File: config.mk
export PLATFORM = sky130hd
export DESIGN_NAME = csr_row_scheduler
export DESIGN_NICKNAME = d
export VERILOG_FILES = /design/src/rtl/csr_row_scheduler.sv
export SDC_FILE = /design/constraint.sdc
export NUM_CORES = 1
export LEC_CHECK = 0
export ABC_CLOCK_PERIOD_IN_PS = 5400
export BUFFER_PORTS_ARGS = -buffer_cell sky130_fd_sc_hd__buf_2
export CAP_MARGIN = 10
export CORE_ASPECT_RATIO = 0.7
export CORE_MARGIN = 2
export CORE_UTILIZATION = 48
export DETAILED_ROUTE_END_ITERATION = 6
export PLACE_DENSITY = 0.68
export SLEW_MARGIN = 30
export SYNTH_ARGS = -nofsm -noshare
export SYNTH_HDL_FRONTEND = slang
export SYNTH_SLANG_ARGS = --single-unit
export TNS_END_PERCENT = 20
File: constraint.sdc
create_clock -name clk -period 5.4 [get_ports clk]
set_input_delay 0.81 -clock clk [delete_from_list [all_inputs] [get_ports clk]]
set_output_delay 0.81 -clock clk [all_outputs]
set_load 0.03 [all_outputs]
File: src/rtl/csr_row_scheduler.sv
// csr_row_scheduler
// Walks the CSR row-pointer array of a sparse operand and issues one nonzero
// index per downstream handshake. Each output row is framed with nz_first /
// nz_last on the issued indices and closed with a row_commit pulse (flagged
// row_empty when the row held no nonzeros).
//
// Handshake (nz_*): a nonzero transfers on a rising clk edge where
// nz_valid && nz_ready. Once nz_valid is raised, nz_valid, nz_addr, nz_first
// and nz_last stay constant until that transfer happens; nz_valid never
// depends on nz_ready. Only abort or reset can withdraw an offered index.
//
// Row-pointer RAM: rp_rd/rp_addr in one cycle, rp_data is sampled in the
// following cycle. row_ptr[r+1] becomes the begin pointer of row r+1, so
// every row-pointer entry is read exactly once per traversal.
module csr_row_scheduler #(
  parameter int ADDR_W = 11,
  parameter int ROW_W  = 8
) (
  input  logic              clk,
  input  logic              reset,
  input  logic              start,
  input  logic              abort,
  input  logic [ROW_W-1:0]  num_rows,
  output logic              rp_rd,
  output logic [ROW_W:0]    rp_addr,
  input  logic [ADDR_W-1:0] rp_data,
  output logic              nz_valid,
  input  logic              nz_ready,
  output logic [ADDR_W-1:0] nz_addr,
  output logic              nz_first,
  output logic              nz_last,
  output logic [ROW_W-1:0]  row_idx,
  output logic              row_commit,
  output logic              row_empty,
  output logic              busy,
  output logic              done,
  output logic              err
);

  typedef enum logic [2:0] {
    S_IDLE   = 3'd0,
    S_RD0    = 3'd1,
    S_LAT0   = 3'd2,
    S_RDN    = 3'd3,
    S_LATN   = 3'd4,
    S_ISSUE  = 3'd5,
    S_COMMIT = 3'd6,
    S_DONE   = 3'd7
  } state_t;

  state_t state;
  state_t state_nxt;

  logic [ROW_W-1:0]  rows_q;   // latched row count for this traversal
  logic [ROW_W-1:0]  row_q;    // row currently being walked
  logic [ADDR_W-1:0] beg_ptr;  // row_ptr[row_q]
  logic [ADDR_W-1:0] end_ptr;  // row_ptr[row_q+1]
  logic [ADDR_W-1:0] nz_ptr;   // next nonzero to offer downstream
  logic              err_q;

  logic              start_ok;
  logic              ptr_last;
  logic              last_row;
  logic              row_has_nz;
  logic [ROW_W:0]    next_rp_addr;

  // A start is taken only from IDLE, and never in the same cycle as abort.
  assign start_ok     = (state == S_IDLE) && start && !abort;
  // Modulo-2^ADDR_W increment: the index one past nz_ptr closes the row.
  assign ptr_last     = ((nz_ptr + ADDR_W'(1)) == end_ptr);
  assign last_row     = (row_q == (rows_q - ROW_W'(1)));
  // Only a strictly increasing pointer pair describes a row with nonzeros.
  assign row_has_nz   = (rp_data > beg_ptr);
  assign next_rp_addr = {1'b0, row_q} + (ROW_W+1)'(1);

  assign busy    = (state != S_IDLE);
  assign row_idx = row_q;
  assign err     = err_q;

  // State register.
  always_ff @(posedge clk or posedge reset) begin
    if (reset) begin
      state <= S_IDLE;
    end else begin
      state <= state_nxt;
    end
  end

  // Next-state decode and all Moore outputs; abort overrides every transition.
  always_comb begin
    state_nxt  = state;
    rp_rd      = 1'b0;
    rp_addr    = '0;
    nz_valid   = 1'b0;
    nz_addr    = '0;
    nz_first   = 1'b0;
    nz_last    = 1'b0;
    row_commit = 1'b0;
    row_empty  = 1'b0;
    done       = 1'b0;
    case (state)
      S_IDLE: begin
        if (start) begin
          state_nxt = (num_rows == '0) ? S_DONE : S_RD0;
        end
      end
      S_RD0: begin
        rp_rd     = 1'b1;
        rp_addr   = '0;
        state_nxt = S_LAT0;
      end
      S_LAT0: begin
        state_nxt = S_RDN;
      end
      S_RDN: begin
        rp_rd     = 1'b1;
        rp_addr   = next_rp_addr;
        state_nxt = S_LATN;
      end
      S_LATN: begin
        state_nxt = row_has_nz ? S_ISSUE : S_COMMIT;
      end
      S_ISSUE: begin
        nz_valid = 1'b1;
        nz_addr  = nz_ptr;
        nz_first = (nz_ptr == beg_ptr);
        nz_last  = ptr_last;
        if (nz_ready && ptr_last) begin
          state_nxt = S_COMMIT;
        end
      end
      S_COMMIT: begin
        row_commit = 1'b1;
        // Equal pointers (empty) and reversed pointers (err) both carry no data.
        row_empty  = (end_ptr <= beg_ptr);
        state_nxt  = last_row ? S_DONE : S_RDN;
      end
      S_DONE: begin
        done      = 1'b1;
        state_nxt = S_IDLE;
      end
      default: begin
        state_nxt = S_IDLE;
      end
    endcase
    if (abort) begin
      state_nxt = S_IDLE;
    end
  end

  // Traversal datapath: row counter, row pointers, issue pointer, sticky err.
  always_ff @(posedge clk or posedge reset) begin
    if (reset) begin
      rows_q  <= '0;
      row_q   <= '0;
      beg_ptr <= '0;
      end_ptr <= '0;
      nz_ptr  <= '0;
      err_q   <= 1'b0;
    end else if (!abort) begin
      case (state)
        S_IDLE: begin
          if (start_ok) begin
            rows_q <= num_rows;
            row_q  <= '0;
            err_q  <= 1'b0;
          end
        end
        S_LAT0: begin
          beg_ptr <= rp_data;
        end
        S_LATN: begin
          end_ptr <= rp_data;
          nz_ptr  <= beg_ptr;
          if (rp_data < beg_ptr) begin
            err_q <= 1'b1;
          end
        end
        S_ISSUE: begin
          if (nz_ready) begin
            nz_ptr <= nz_ptr + ADDR_W'(1);
          end
        end
        S_COMMIT: begin
          beg_ptr <= end_ptr;
          if (!last_row) begin
            row_q <= row_q + ROW_W'(1);
          end
        end
        default: begin
        end
      endcase
    end
  end

endmodule

Yosys cells after proc, flatten, opt, wreduce, memory -nomap -nowiden
Index checks and enable logic that the tools add are counted.
{ "op_classes": {"n_addsub": 4, "n_lt_le_gt_ge": 3, "eq_ne": 16, "mux": 25, "bitwise": 1, "reduce_logical": 19} }
{ "ops": {"columns": ["cell", "count"], "rows": [
  ["one-hot mux 11 bit (2 select lines)", 2],
  ["one-hot mux 3 bit (8 select lines)", 1],
  ["equality test 11 bit", 2],
  ["2-to-1 mux 11 bit", 2],
  ["2-to-1 mux 8 bit", 2],
  ["one-hot mux 8 bit (2 select lines)", 1],
  ["2-to-1 mux 3 bit", 5],
  ["equality test 3 bit (second input constant)", 4],
  ["adder 11 x 1 -> 11 bit (second input constant)", 1],
  ["> comparator 11 bit", 1],
  ["<= comparator 11 bit", 1],
  ["less-than comparator 11 bit", 1],
  ["adder 8 x 1 -> 9 bit (second input constant)", 1],
  ["2-to-1 mux 1 bit", 9],
  ["2-to-1 mux 9 bit", 1],
  ["adder 8 x 1 -> 8 bit (second input constant)", 1],
  ["equality test 8 bit", 1],
  ["logical NOT 8 bit", 1],
  ["inequality test 2 bit (second input constant)", 4],
  ["AND reduction 4 bit", 2],
  ["nonzero test 2 bit", 4],
  ["subtractor 8 x 1 -> 8 bit (second input constant)", 1],
  ["equality test 3 x 2 -> 1 bit (second input constant)", 2],
  ["inequality test 3 bit (second input constant)", 2],
  ["11 further kinds", 16]
]} }
{ "word_totals": {"reg_bits": 53, "inputBits": 24, "out_inout_bits": 37} }

Logic depth before layout (Yosys ltp)
{ "logic_depth": {"depth_word": 6, "ltp_mapped": 9, "depth_no_buf": 8} }

Least setup slack after synthesis
OpenSTA, ideal clock, no wires.
{ "synth_path": {"kind": "register to output", "from": "reg nz_ptr[1]", "to": "out nz_last", "arrival_time_ns": 2.688, "required_time_ns": 4.590, "path_slack_ns": 1.902, "path_stages_with_launch": 8, "n_path_buf": 1, "cell_sequence": "dfrtp_1 ha_1 buf_2 nand3_1 or3_1 xnor2_1 o2111ai_1 nor4_1"} }
{ "synth_via": {"elab_chain_cells": 3} }
{ "synth_lines": {"columns": ["element", "line", "source"], "rows": [
  ["from (decl)", "58", "logic [ADDR_W-1:0] nz_ptr;"],
  ["from (signal assigned)", "174", "nz_ptr <= beg_ptr;"],
  ["from (signal assigned)", "181", "nz_ptr <= nz_ptr + ADDR_W'(1);"],
  ["adder 11 x 1 -> 11 bit", "70", "assign ptr_last = ((nz_ptr + ADDR_W'(1)) == end_ptr);"],
  ["equality test 11 bit", "70", null],
  ["2-to-1 mux 1 bit", "101", "case (state)"],
  ["to (decl)", "31", "output logic nz_last,"]
]} }
Every way passes these cells.

Worst setup path after layout
{ "layout_path": {"from": "reg nz_ptr[0]", "to": "out nz_last"} }
The elaborated chain is that of the path after synthesis.

==> impl_metrics.csv <==
group,metric,value,unit
outcome,outcome,"finished, final reports clean",
die,row_count,27,
global_routing,grt-ovfl-total,0,
route,drc_errors,0,
route,drt-initial-drc-count,278,
clock_tree,cts_buffer_depth,2,
clock_tree,numCtsBuffers,5,
sta,hold_viol,0,
synthesis,synthesis.area,0.00402,mm2
critical_path,r2r_setup_slack,2.53,ns
placed_design,placedInstanceArea,0.00437,mm2
critical_path,crit_arrival,2.92,ns
critical_path,startpoint_type,"flip-flop",
route,vias,3659,
route,viasPerCell,5.99,
final_layout,drive_above_1_share,0.194,
sta,finalCritPeriodShare,0.691,
sta,period_needed,3.73,ns
hold_path,holdPathStages,1,
sta,rsz0062_at_grt,"no",
die,io_pins,61,
global_routing,grt_usage,0.250,
die,fp.dieArea,0.00913,mm2
hold_path,worstHoldPathType,"flip-flop to flip-flop",
sta,relSlewSlack,0.511,
synthesis,async_flop_share,1.00,
synthesis,ys_seq_area_frac,0.330,
sta,maxSlewViolCount,0,
synthesis,synth-seq-cells,53,
sta,setup_tns,0,ns
clock_tree,hold_buffers,0,
synthesis,syn-num-nets,514,
critical_path,crit_type,"flip-flop to output pin",
final_layout,finalNonFillerCells,611,
global_routing,grt_pass1_vias,3255,
sta,max_freq,268,MHz
clock_tree,cts.sinks,53,
synthesis,synth_flop_cell,"dfrtp_1",
final_layout,n_antenna_cell,0,
clock_tree,cts_tree,"yes",
synthesis,synth.distinct_cells,61,
clock_tree,worstSkewPairLatency,0.30,ns
placed_design,dp_hpwl,8430,um
power,ir_drop,0.274,mV
final_layout,fin_nets,559,
critical_path,r2r-end,"state[1]",
route,final_antenna_net_count,0,
critical_path,rr_startpoint,"beg_ptr[10]",
sta,hold_slack,0.527,ns
synthesis,yosysWarnings,0,
hold_path,holdPathEnd,"err",
clock_tree,cts_setup_buffers,0,
final_layout,post-route-cell-area,0.00453,mm2
synthesis,netlist_instances,465,
synthesis,avgSynthCellArea,8.64,um2
clock_tree,cts_repair_resize_count,0,
synthesis,synth_edf_count,0,
critical_path,worst-r2r-cell-count,8,
die,core,0.00801,mm2
final_layout,synthToLayoutAreaGrowth,12.8,%
clock_tree,clock-root-buffer,"clkbuf_16",
critical_path,crit_fanout,9,
die,die_h,80.6,um
route,wl_per_cell,18.3,um
power,power.density,548,mW/mm2
flow_run,drv_cap,0,
final_layout,layout_commonest_cell,"buf_2",
clock_tree,clk_pin_slew,0.07,ns
die,chipWidth,113,um
sta,skew,0.00260,ns
die,start_util,0.502,
final_layout,fin_util,0.566,
placed_design,port_buffers,60,
critical_path,crit_required,4.59,ns
power,p_leak,2.29,nW
global_routing,grt_max_degree,54,
global_routing,antenna_found_initial,0,
hold_path,min_from,"err",
final_layout,final_cell_mix,"buf_2 (60), dfrtp_1 (53), nor2_1 (40)",
route,drt-pass1-iter-count,5,
clock_tree,htree_num_levels,2,
sta,setup_viol,0,
placed_design,place.gp.congestion,0.903,
critical_path,cp-end-kind,"output pin",
sta,worst_slew_pin_slew,0.729,ns
placed_design,post-place-cells,604,
route,routed_wl,11200,um
global_routing,grt_pass1_wl,17600,um
synth_stat cells, drive strengths merged, types with 2 or more instances:
| cell type | n | share of area |
|---|---|---|
| dfrtp | 53 | 0.33 |
| mux2 | 18 | 0.050 |
| o22ai | 6 | 0.0093 |
| a41oi | 2 | 0.0044 |
| o21ai | 12 | 0.015 |
| a21boi | 2 | 0.0037 |
| a22o | 4 | 0.0087 |
| ha | 25 | 0.078 |
| and4 | 3 | 0.0065 |
| o211ai | 4 | 0.0075 |
| and2 | 4 | 0.0069 |
| a221oi | 2 | 0.0044 |
| nand3 | 15 | 0.019 |
| o22a | 2 | 0.0044 |
| o221ai | 2 | 0.0044 |
| a211oi | 2 | 0.0037 |
| o2111ai | 2 | 0.0044 |
| nand4 | 7 | 0.011 |
| a21o | 9 | 0.017 |
| a31oi | 2 | 0.0031 |
| and3 | 16 | 0.026 |
| buf | 7 | 0.0097 |
| o21a | 4 | 0.0075 |
| nor4 | 5 | 0.0078 |
| mux2i | 15 | 0.037 |
| or3 | 3 | 0.0047 |
| clkbuf | 19 | 0.018 |
| nor2 | 40 | 0.037 |
| xor2 | 16 | 0.035 |
| nand2b | 3 | 0.0047 |
| a2111oi | 2 | 0.0047 |
| nand2 | 37 | 0.035 |
| nor3 | 11 | 0.014 |
| a21oi | 36 | 0.045 |
| xnor2 | 25 | 0.054 |
| inv | 31 | 0.029 |
| nor2b | 2 | 0.0031 |
layout make-up:
| type | instances | area [um2] |
|---|---|---|
| clock buffers | 5 | 125 |
| clock inverters | 2 | 38.8 |
| fillers | 750 | 3470 |
| repair buffers | 64 | 330 |
| flip-flops and latches | 53 | 1330 |
| inverters | 31 | 116 |
| well taps | 101 | 126 |
| multi-input cells | 355 | 2470 |
worst max path at each step:
stage          slack (ns)       to      start
6_report             1.67  nz_last  nz_ptr[0]
5_1_grt              1.48  nz_last  nz_ptr[0]
3_3_place_gp         2.14  nz_last  nz_ptr[0]
2_1_floorplan        1.90  nz_last  nz_ptr[1]
3_5_place_dp         2.04  nz_last  nz_ptr[0]
4_1_cts              1.72  nz_last  nz_ptr[0]
state kept, by name, indices dropped and copies added (netlist names):
register	cells
end_ptr	11
beg_ptr	11
rows_q	8
err	1
row_idx	8
state	3
nz_ptr	11
critical path, stage by stage (launching register included):
cell and delay, ns:
dfrtp_1 0.50, ha_1 0.37, and3_1 0.26, a41oi_1 0.13, a2111oi_1 0.58, o2111ai_1 0.24, nor4_1 0.29, buf_2 0.25
power by group:
part / total [mW] / internal (mW) / switching (mW)
Combinational: 1.23 / 0.553 / 0.680
Sequential: 0.878 / 0.561 / 0.317
Clock: 0.373 / 0.218 / 0.155
Total: 2.48 / 1.33 / 1.15
logic make-up (layout without fill, tap and decap cells):
| kind of cell | after synthesis | after routing | synth area share |
|---|---|---|---|
| buf+inv | 57 | 102 | 0.0564 |
| simple gates | 152 | 152 | 0.186 |
| mux | 33 | 33 | 0.0878 |
| fa+ha+maj | 25 | 25 | 0.0778 |
| compound gates | 104 | 104 | 0.172 |
| xor+xnor | 41 | 41 | 0.0894 |
| flops | 53 | 53 | 0.330 |
through the flow:
| step | power [mW] | setup WS [ns] |
|---|---|---|
| finish | 2.48 | 1.67 |
| global route | 2.67 | 1.48 |
| CTS | 2.46 | 1.72 |
| detailed placement | 2.08 | 2.04 |
| global placement | 2.04 | 2.14 |
| floorplan | 1.75 | 1.90 |
routing by layer:
metal / wire length [um] / vias to the layer above / GRT usage
li1: - / 1752 / -
met1: 5760 / 1743 / 0.419
met2: 4480 / 150 / 0.335
met3: 854 / 14 / 0.0317
met4: 105 / 0 / 0.0439
met5: 0 / - / 0
(Power assumes the default switching activity.)
